## src/rtl/contador_sincrono_crescente_pkg.sv

```systemverilog
// Shared widths, default parameters and the binary-to-BCD helper
// for the synchronous up counter.
package contador_sincrono_crescente_pkg;

  localparam int unsigned CNT_W      = 7;
  localparam int unsigned BCD_W      = 4;
  localparam int unsigned MODULO_DEF = 100;
  localparam int unsigned PRESET_DEF = 0;

  typedef struct packed {
    logic [BCD_W-1:0] tens;
    logic [BCD_W-1:0] units;
  } bcd_t;

  // Valid for v in 0..99, which covers every legal count value.
  function automatic bcd_t to_bcd(input logic [CNT_W-1:0] v);
    bcd_t r;
    r.tens  = BCD_W'(v / CNT_W'(10));
    r.units = BCD_W'(v % CNT_W'(10));
    return r;
  endfunction

endpackage

```

## src/rtl/contador_sincrono_crescente_if.sv

```systemverilog
// Control and count bus of the synchronous up counter; the controller
// side drives pr/en/ld/d, the counter side drives the count outputs.
interface contador_sincrono_crescente_if;
  import contador_sincrono_crescente_pkg::*;

  logic             pr;
  logic             en;
  logic             ld;
  logic [CNT_W-1:0] d;
  logic [CNT_W-1:0] q;
  logic [BCD_W-1:0] units;
  logic [BCD_W-1:0] tens;
  logic             tc;
  logic             err;

  modport master (
    output pr, en, ld, d,
    input  q, units, tens, tc, err
  );

  modport slave (
    input  pr, en, ld, d,
    output q, units, tens, tc, err
  );

endinterface

```

## src/rtl/contador_sincrono_crescente_bcd_digit_counter.sv

```systemverilog
// One decimal digit: synchronous clear, parallel load, increment with
// 9 -> 0 rollover and a carry flag for the next digit.
module bcd_digit_counter
  import contador_sincrono_crescente_pkg::*;
(
  input  logic             clk,
  input  logic             clr,
  input  logic             load,
  input  logic [BCD_W-1:0] load_value,
  input  logic             inc,
  output logic [BCD_W-1:0] digit,
  output logic             carry
);

  localparam logic [BCD_W-1:0] DIGIT_MAX = BCD_W'(9);

  assign carry = inc && (digit == DIGIT_MAX);

  always_ff @(posedge clk) begin
    if (clr) begin
      digit <= '0;
    end else if (load) begin
      digit <= load_value;
    end else if (inc) begin
      digit <= (digit == DIGIT_MAX) ? '0 : digit + BCD_W'(1);
    end
  end

endmodule

```

## src/rtl/contador_sincrono_crescente.sv

```systemverilog
// Modulo-N synchronous up counter with preset, parallel load, terminal
// count, illegal-load flag and a BCD copy of the count kept in lockstep.
module contador_sincrono_crescente
  import contador_sincrono_crescente_pkg::*;
#(
  parameter int unsigned MODULO = MODULO_DEF,
  parameter int unsigned PRESET = PRESET_DEF
) (
  input  logic                          clk,
  input  logic                          clr,
  contador_sincrono_crescente_if.slave  bus
);

  if ((MODULO < 2) || (MODULO > 100)) begin : g_bad_modulo
    $fatal(1, "contador_sincrono_crescente: MODULO must be in 2..100");
  end
  if (PRESET >= MODULO) begin : g_bad_preset
    $fatal(1, "contador_sincrono_crescente: PRESET must be in 0..MODULO-1");
  end

  localparam logic [CNT_W-1:0] Q_MAX    = CNT_W'(MODULO - 1);
  localparam logic [CNT_W-1:0] Q_PRESET = CNT_W'(PRESET);

  logic [CNT_W-1:0] q_r;
  logic [CNT_W-1:0] q_next;
  logic             err_r;
  logic             err_next;
  logic             at_max;
  logic             ld_ok;
  logic             load_c;
  logic             inc_c;
  logic [CNT_W-1:0] load_val;
  bcd_t             load_bcd;
  logic [BCD_W-1:0] units_digit;
  logic [BCD_W-1:0] tens_digit;
  logic             units_carry;
  logic             unused_tens_carry;

  assign at_max   = (q_r == Q_MAX);
  assign ld_ok    = (bus.d <= Q_MAX);
  assign load_bcd = to_bcd(load_val);

  // Next count and digit controls; wrap is a load of 0 so both digits
  // clear together regardless of MODULO.
  always_comb begin
    q_next   = q_r;
    err_next = 1'b0;
    load_c   = 1'b0;
    inc_c    = 1'b0;
    load_val = '0;
    if (bus.pr) begin
      q_next   = Q_PRESET;
      load_c   = 1'b1;
      load_val = Q_PRESET;
    end else if (bus.ld) begin
      if (ld_ok) begin
        q_next   = bus.d;
        load_c   = 1'b1;
        load_val = bus.d;
      end else begin
        err_next = 1'b1;
      end
    end else if (bus.en) begin
      if (at_max) begin
        q_next = '0;
        load_c = 1'b1;
      end else begin
        q_next = q_r + CNT_W'(1);
        inc_c  = 1'b1;
      end
    end
  end

  always_ff @(posedge clk) begin
    if (clr) begin
      q_r   <= '0;
      err_r <= 1'b0;
    end else begin
      q_r   <= q_next;
      err_r <= err_next;
    end
  end

  bcd_digit_counter u_units (
    .clk        (clk),
    .clr        (clr),
    .load       (load_c),
    .load_value (load_bcd.units),
    .inc        (inc_c),
    .digit      (units_digit),
    .carry      (units_carry)
  );

  // Tens never passes 9: the count wraps via load before q reaches 100.
  bcd_digit_counter u_tens (
    .clk        (clk),
    .clr        (clr),
    .load       (load_c),
    .load_value (load_bcd.tens),
    .inc        (units_carry),
    .digit      (tens_digit),
    .carry      (unused_tens_carry)
  );

  assign bus.q     = q_r;
  assign bus.err   = err_r;
  assign bus.units = units_digit;
  assign bus.tens  = tens_digit;
  assign bus.tc    = at_max && bus.en;

endmodule

```

## src/flat_wrapper.sv

```systemverilog
// flat-port wrapper written by rule: the top's interface ports become plain ports
module contador_sincrono_crescente_flat import contador_sincrono_crescente_pkg::*;
#(
  parameter int unsigned MODULO = MODULO_DEF,
  parameter int unsigned PRESET = PRESET_DEF
)
  (clk, clr, bus_pr, bus_en, bus_ld, bus_d, bus_q, bus_units, bus_tens, bus_tc, bus_err);
  contador_sincrono_crescente_if bus_i ();
  input  logic clk;
  input  logic clr;
  input wire logic [$bits(bus_i.pr)-1:0] bus_pr;
  input wire logic [$bits(bus_i.en)-1:0] bus_en;
  input wire logic [$bits(bus_i.ld)-1:0] bus_ld;
  input wire logic [$bits(bus_i.d)-1:0] bus_d;
  output wire logic [$bits(bus_i.q)-1:0] bus_q;
  output wire logic [$bits(bus_i.units)-1:0] bus_units;
  output wire logic [$bits(bus_i.tens)-1:0] bus_tens;
  output wire logic [$bits(bus_i.tc)-1:0] bus_tc;
  output wire logic [$bits(bus_i.err)-1:0] bus_err;
  assign bus_i.pr = bus_pr;
  assign bus_i.en = bus_en;
  assign bus_i.ld = bus_ld;
  assign bus_i.d = bus_d;
  assign bus_q = bus_i.q;
  assign bus_units = bus_i.units;
  assign bus_tens = bus_i.tens;
  assign bus_tc = bus_i.tc;
  assign bus_err = bus_i.err;
  contador_sincrono_crescente #(.MODULO(MODULO), .PRESET(PRESET)) u_core (.clk(clk), .clr(clr), .bus(bus_i));
endmodule
```

## config.mk

```make
export PLATFORM = sky130hd
export DESIGN_NAME = contador_sincrono_crescente_flat
export DESIGN_NICKNAME = d
export VERILOG_FILES = /design/src/rtl/contador_sincrono_crescente_pkg.sv /design/src/rtl/contador_sincrono_crescente_if.sv /design/src/rtl/contador_sincrono_crescente_bcd_digit_counter.sv /design/src/rtl/contador_sincrono_crescente.sv /design/src/flat_wrapper.sv
export SDC_FILE = /design/constraint.sdc
export NUM_CORES = 1
export LEC_CHECK = 0
export ABC_AREA = 1
export BUFFER_PORTS_ARGS = -buffer_cell sky130_fd_sc_hd__buf_2
export CAP_MARGIN = 10
export CELL_PAD_IN_SITES_DETAIL_PLACEMENT = 1
export CELL_PAD_IN_SITES_GLOBAL_PLACEMENT = 1
export CORE_ASPECT_RATIO = 1.1
export CORE_MARGIN = 2
export CORE_UTILIZATION = 30
export CTS_CLUSTER_DIAMETER = 200
export DETAILED_ROUTE_END_ITERATION = 7
export GPL_TIMING_DRIVEN = 0
export PLACE_DENSITY_LB_ADDON = 0.3
export SLEW_MARGIN = 20
export SYNTH_ARGS = -nofsm -noshare
export SYNTH_HDL_FRONTEND = slang
export SYNTH_SLANG_ARGS = --single-unit
```

## constraint.sdc

```tcl
create_clock -name clk -period 1.7 [get_ports clk]
set_input_delay 0.085 -clock clk [delete_from_list [all_inputs] [get_ports clk]]
set_output_delay 0.085 -clock clk [all_outputs]
set_load 0.01 [all_outputs]
```

==> out/results.tsv <==
stage	metric	value	unit
status	status	complete, but fails checks	
status	failing checks	negative setup slack	
sta	Clock Skews	3.219	ps
sta	Slew HR	0.6770	
global_routing	vias in the first global route	1639	
finish	layout cells sized above 1	0.4397	
synthesis	Post-synth EDFFs	0	
drt	Residual DRC	0	
die	# rows	25	
synthesis	top-area cell type share of the netlist area	0.2317	
synthesis	register area share after synthesis	0.2317	
setup_path	CP Launch Type	input pin	
sta	final setup vio count	8	
finish	post-route cell area	2097	um2
hold_path	Hold Path Depth	2	
placement	DP Wirelength	3.200	mm
drt	DR iter-0 viols	48	
die	I/O Pins	29	
synthesis	Most used DFF post-synth	dfxtp_1	
die	Die ar.	5168	um2
clock_network	CTS Buf Count	3	
global_routing	wire length of the first global-routing pass	7.631	mm
finish	fin nets	297	
sta	Pins Over Slew Limit	0	
global_routing	GRT Total Usage	0.1972	
setup_path	most frequent CP cell	nand2_4	
sta	Tmin final	1807	ps
finish	antenna fix cells	0	
synthesis	Mapped Nets	239	
drt	DRT Wirelength	4.911	mm
synthesis	cell with the most instances after synthesis	nand2_1	
setup_path	worst path bufs/invs	4	
power_and_ir_drop	Lkg Pwr	1.044	nW
clock_network	clk root buf	clkbuf_8	
clock_network	Clock Tree Buf Depth	2	
clock_network	clock latency on the worst-skew pair	260	ps
power_and_ir_drop	Net Sw Power	0.4443	mW
global_routing	initial antenna violation count	0	
power_and_ir_drop	VDD IR-drop max	225.7	uV
clock_network	hold buffers post-CTS	0	
setup_path	RR Endpoint	u_core.u_tens.digit[3]	
global_routing	largest net degree at the start of global routing	11	
global_routing	total grt overflow	0	
clock_network	CTS tree	built	
hold_path	Min-Delay Path Class	input pin to register	
setup_path	Reg2Reg Setup Slack	-80	ps
synthesis	ys async rst share	0	
sta	Fin Setup TNS	-514.8	ps
sta	Tcrit/Tclk final	1.063	
setup_path	CP max FO	4	
drt	vias	1703	
synthesis	commonest cells in the netlist	54 x nand2_1, 35 x inv_1, 21 x o21ai_0	
sta	Peak Freq	553.3	MHz
drt	First-pass DRT Iterations	4	
drt	routed length per instance	14.62	um
power_and_ir_drop	Comb power frac	0.355	
clock_network	H-tree Lvls	1	
hold_path	origin of the worst min-delay path	bus_pr	
setup_path	critical path's slowest cell	nor2_4	
synthesis	Yosys warning total	0	
drt	average vias per placed instance	5.068	
setup_path	Crit path arrival time	1970	ps
setup_path	r2r startpoint	u_core.bus.q[1]	
setup_path	Worst Reg-to-Reg Cells	12	
run	maxcap violations	0	
placement	IO Port Bufs	27	
setup_path	worst-path cell chain	buf_2 > nand2_4 > nand2_4 > nor2_4 > inv_4 > nand2_4 > nand2_4 > o211ai_4 > nand2_2 > nand2_2 > nand3_2 > nand2_2 > nand3_2 > nand2_4 > ha_4 > inv_4 > nand3_4 > nand3_4 > nand2_1 > nand3_1 > nand2_1 > inv_1	
sta	final hold vios	0	
die	Die Width	68.73	um
die	Core Area	4379	um2
die	die height	75.20	um
placement	Placed Cells	306	
power_and_ir_drop	Sw Share	0.3603	
placement	Final GP Congestion	0.8517	
synthesis	cell taking the most area after synthesis	dfxtp_1	
power_and_ir_drop	total power	1.233	mW
drt	Post-DRT Antenna Nets	0	
die	Initial Utilization	0.3157	
synthesis	synthesized instance count	225	
hold_path	Hold EP	u_core.bus.err	
setup_path	CP Capture Type	register	
power_and_ir_drop	clock network power share	0.296	
sta	Worst Tran Pin Value	482.7	ps
synthesis	synth top area cells	dfxtp_1 23%, nand2_1 15%, inv_1 9.5%, o21ai_0 7.6%, nand3_1 5.1%	
setup_path	crit path kind	input pin to register	
sta	Hold WS	55.79	ps
synthesis	Yosys cell types	33	
synthesis	mapped cell area	1383	um2
synthesis	syn avg cell area	6.145	um2
power_and_ir_drop	pwr/cell area	588.1	nW/um2
setup_path	CP required	1860	ps
clock_network	Sink Count	16	
synthesis	Yosys reg bits	16	
setup_path	crit-path leading delay family	simple AND/OR/NAND/NOR gates	
sta	RSZ-0062 raised after global routing	yes	
placement	Placed Area	1627	um2
finish	area grow syn2layout	51.67	%
power_and_ir_drop	Internal	0.7889	mW
finish	non-filler instance count after layout	336	
setup_path	Worst path max stage delay	160	ps
sta	final worst slack	-107.2	ps
clock_network	Clk pin slew, worst setup/hold paths	70	ps
power_and_ir_drop	share of power burned in registers	0.349	
==> sequential cells by signal (all words and copies together) (netlist names) <==
signal,flops
u_core.bus.err,1
u_core.u_units.digit,4
u_core.bus.q,7
u_core.u_tens.digit,4
==> worst max path at each step <==
stage / startpoint / endpoint / slack [ps] / cells after the start
after detailed placement: u_core.bus.q[0] / u_core.u_tens.digit[2] / -550 / 9
final: bus_d[6] / u_core.u_units.digit[3] / -110 / 22
after floorplan: bus_d[4] / u_core.u_units.digit[3] / -80 / 21
after CTS: bus_d[3] / u_core.u_units.digit[1] / -120 / 22
after global routing: bus_d[2] / u_core.u_units.digit[3] / -260 / 22
after global placement: u_core.bus.q[0] / u_core.u_tens.digit[2] / -540 / 9
==> power by group through the flow <==
stage	Sequential, mW	Clock (mW)	Combinational (mW)
2_1_floorplan	0.444	0	0.218
3_3_place_gp	0.438	0	0.319
3_5_place_dp	0.439	0	0.325
4_1_cts	0.432	0.367	0.391
5_1_grt	0.435	0.385	0.489
6_report	0.431	0.365	0.438
==> cells by family (layout without fill, tap and decap cells) <==
kind of cell / Yosys count / in the layout / synth area share
DFF: 16 / 16 / 0.2317
AOI/OAI and AO/OA: 44 / 44 / 0.1837
xor gates and xnor gates: 1 / 1 / 0.006336
adders and majority gates: 2 / 2 / 0.01810
and+or+nand+nor: 120 / 120 / 0.4407
buffers and inverters: 42 / 99 / 0.1195
==> repair_timing <==
action	in CTS	in global routing
endpoints found under the hold margin	0	0
pin swaps	20	22
buffers inserted	21	5
gates resized for setup	25	32
setup endpoints to repair	8	8
==> cell usage in the layout, fill, tap and decap left out, types with 2 or more instances in the layout <==
| cell type | synthesis | layout |
|---|---|---|
| clkbuf_8 | 0 | 4 |
| buf_6 | 1 | 5 |
| a21oi_1 | 9 | 8 |
| nor2_4 | 1 | 3 |
| dfxtp_1 | 16 | 13 |
| inv_2 | 5 | 5 |
| buf_8 | 0 | 2 |
| nor2_1 | 18 | 13 |
| buf_4 | 0 | 23 |
| buf_2 | 0 | 23 |
| nand2_4 | 5 | 7 |
| o211ai_1 | 2 | 2 |
| nand4_1 | 6 | 6 |
| o21ai_0 | 21 | 17 |
| nand3_4 | 0 | 3 |
| o21ai_2 | 1 | 2 |
| a31oi_1 | 6 | 5 |
| nand3_2 | 3 | 5 |
| dfxtp_2 | 0 | 2 |
| o21ai_1 | 1 | 4 |
| inv_1 | 35 | 31 |
| ha_4 | 0 | 2 |
| nand3_1 | 14 | 9 |
| nor2_2 | 1 | 4 |
| a21oi_2 | 1 | 2 |
| nand2_1 | 54 | 44 |
| inv_4 | 0 | 3 |
| nand2_2 | 10 | 17 |
==> layer usage <==
layer  GRT usage  vias up  routed length (um)
li1            -      855                   -
met1      0.2353      813                2028
met2      0.3686       30                2698
met3     0.02242        5                 134
met4     0.05229        0                  50
met5           0        -                   0
==> per-stage QoR <==
stage | util | setup WS [ps]
6_report | 0.4789 | -107.2
5_1_grt | 0.4789 | -260.8
4_1_cts | 0.4463 | -115.5
3_5_place_dp | 0.3714 | -552.5
3_3_place_gp | 0.3714 | -539.0
2_1_floorplan | - | -83.77
==> cell type report <==
type / count / area (um2)
well taps: 54 / 67.56
inverters: 40 / 162.7
multi-input cells: 167 / 1087
plain buffers: 2 / 18.77
clock buffers: 4 / 55.05
flip-flops and latches: 16 / 326.6
fillers: 599 / 2282
repair buffers: 53 / 379.1
Note: power is estimated with default switching activity, not from simulation.
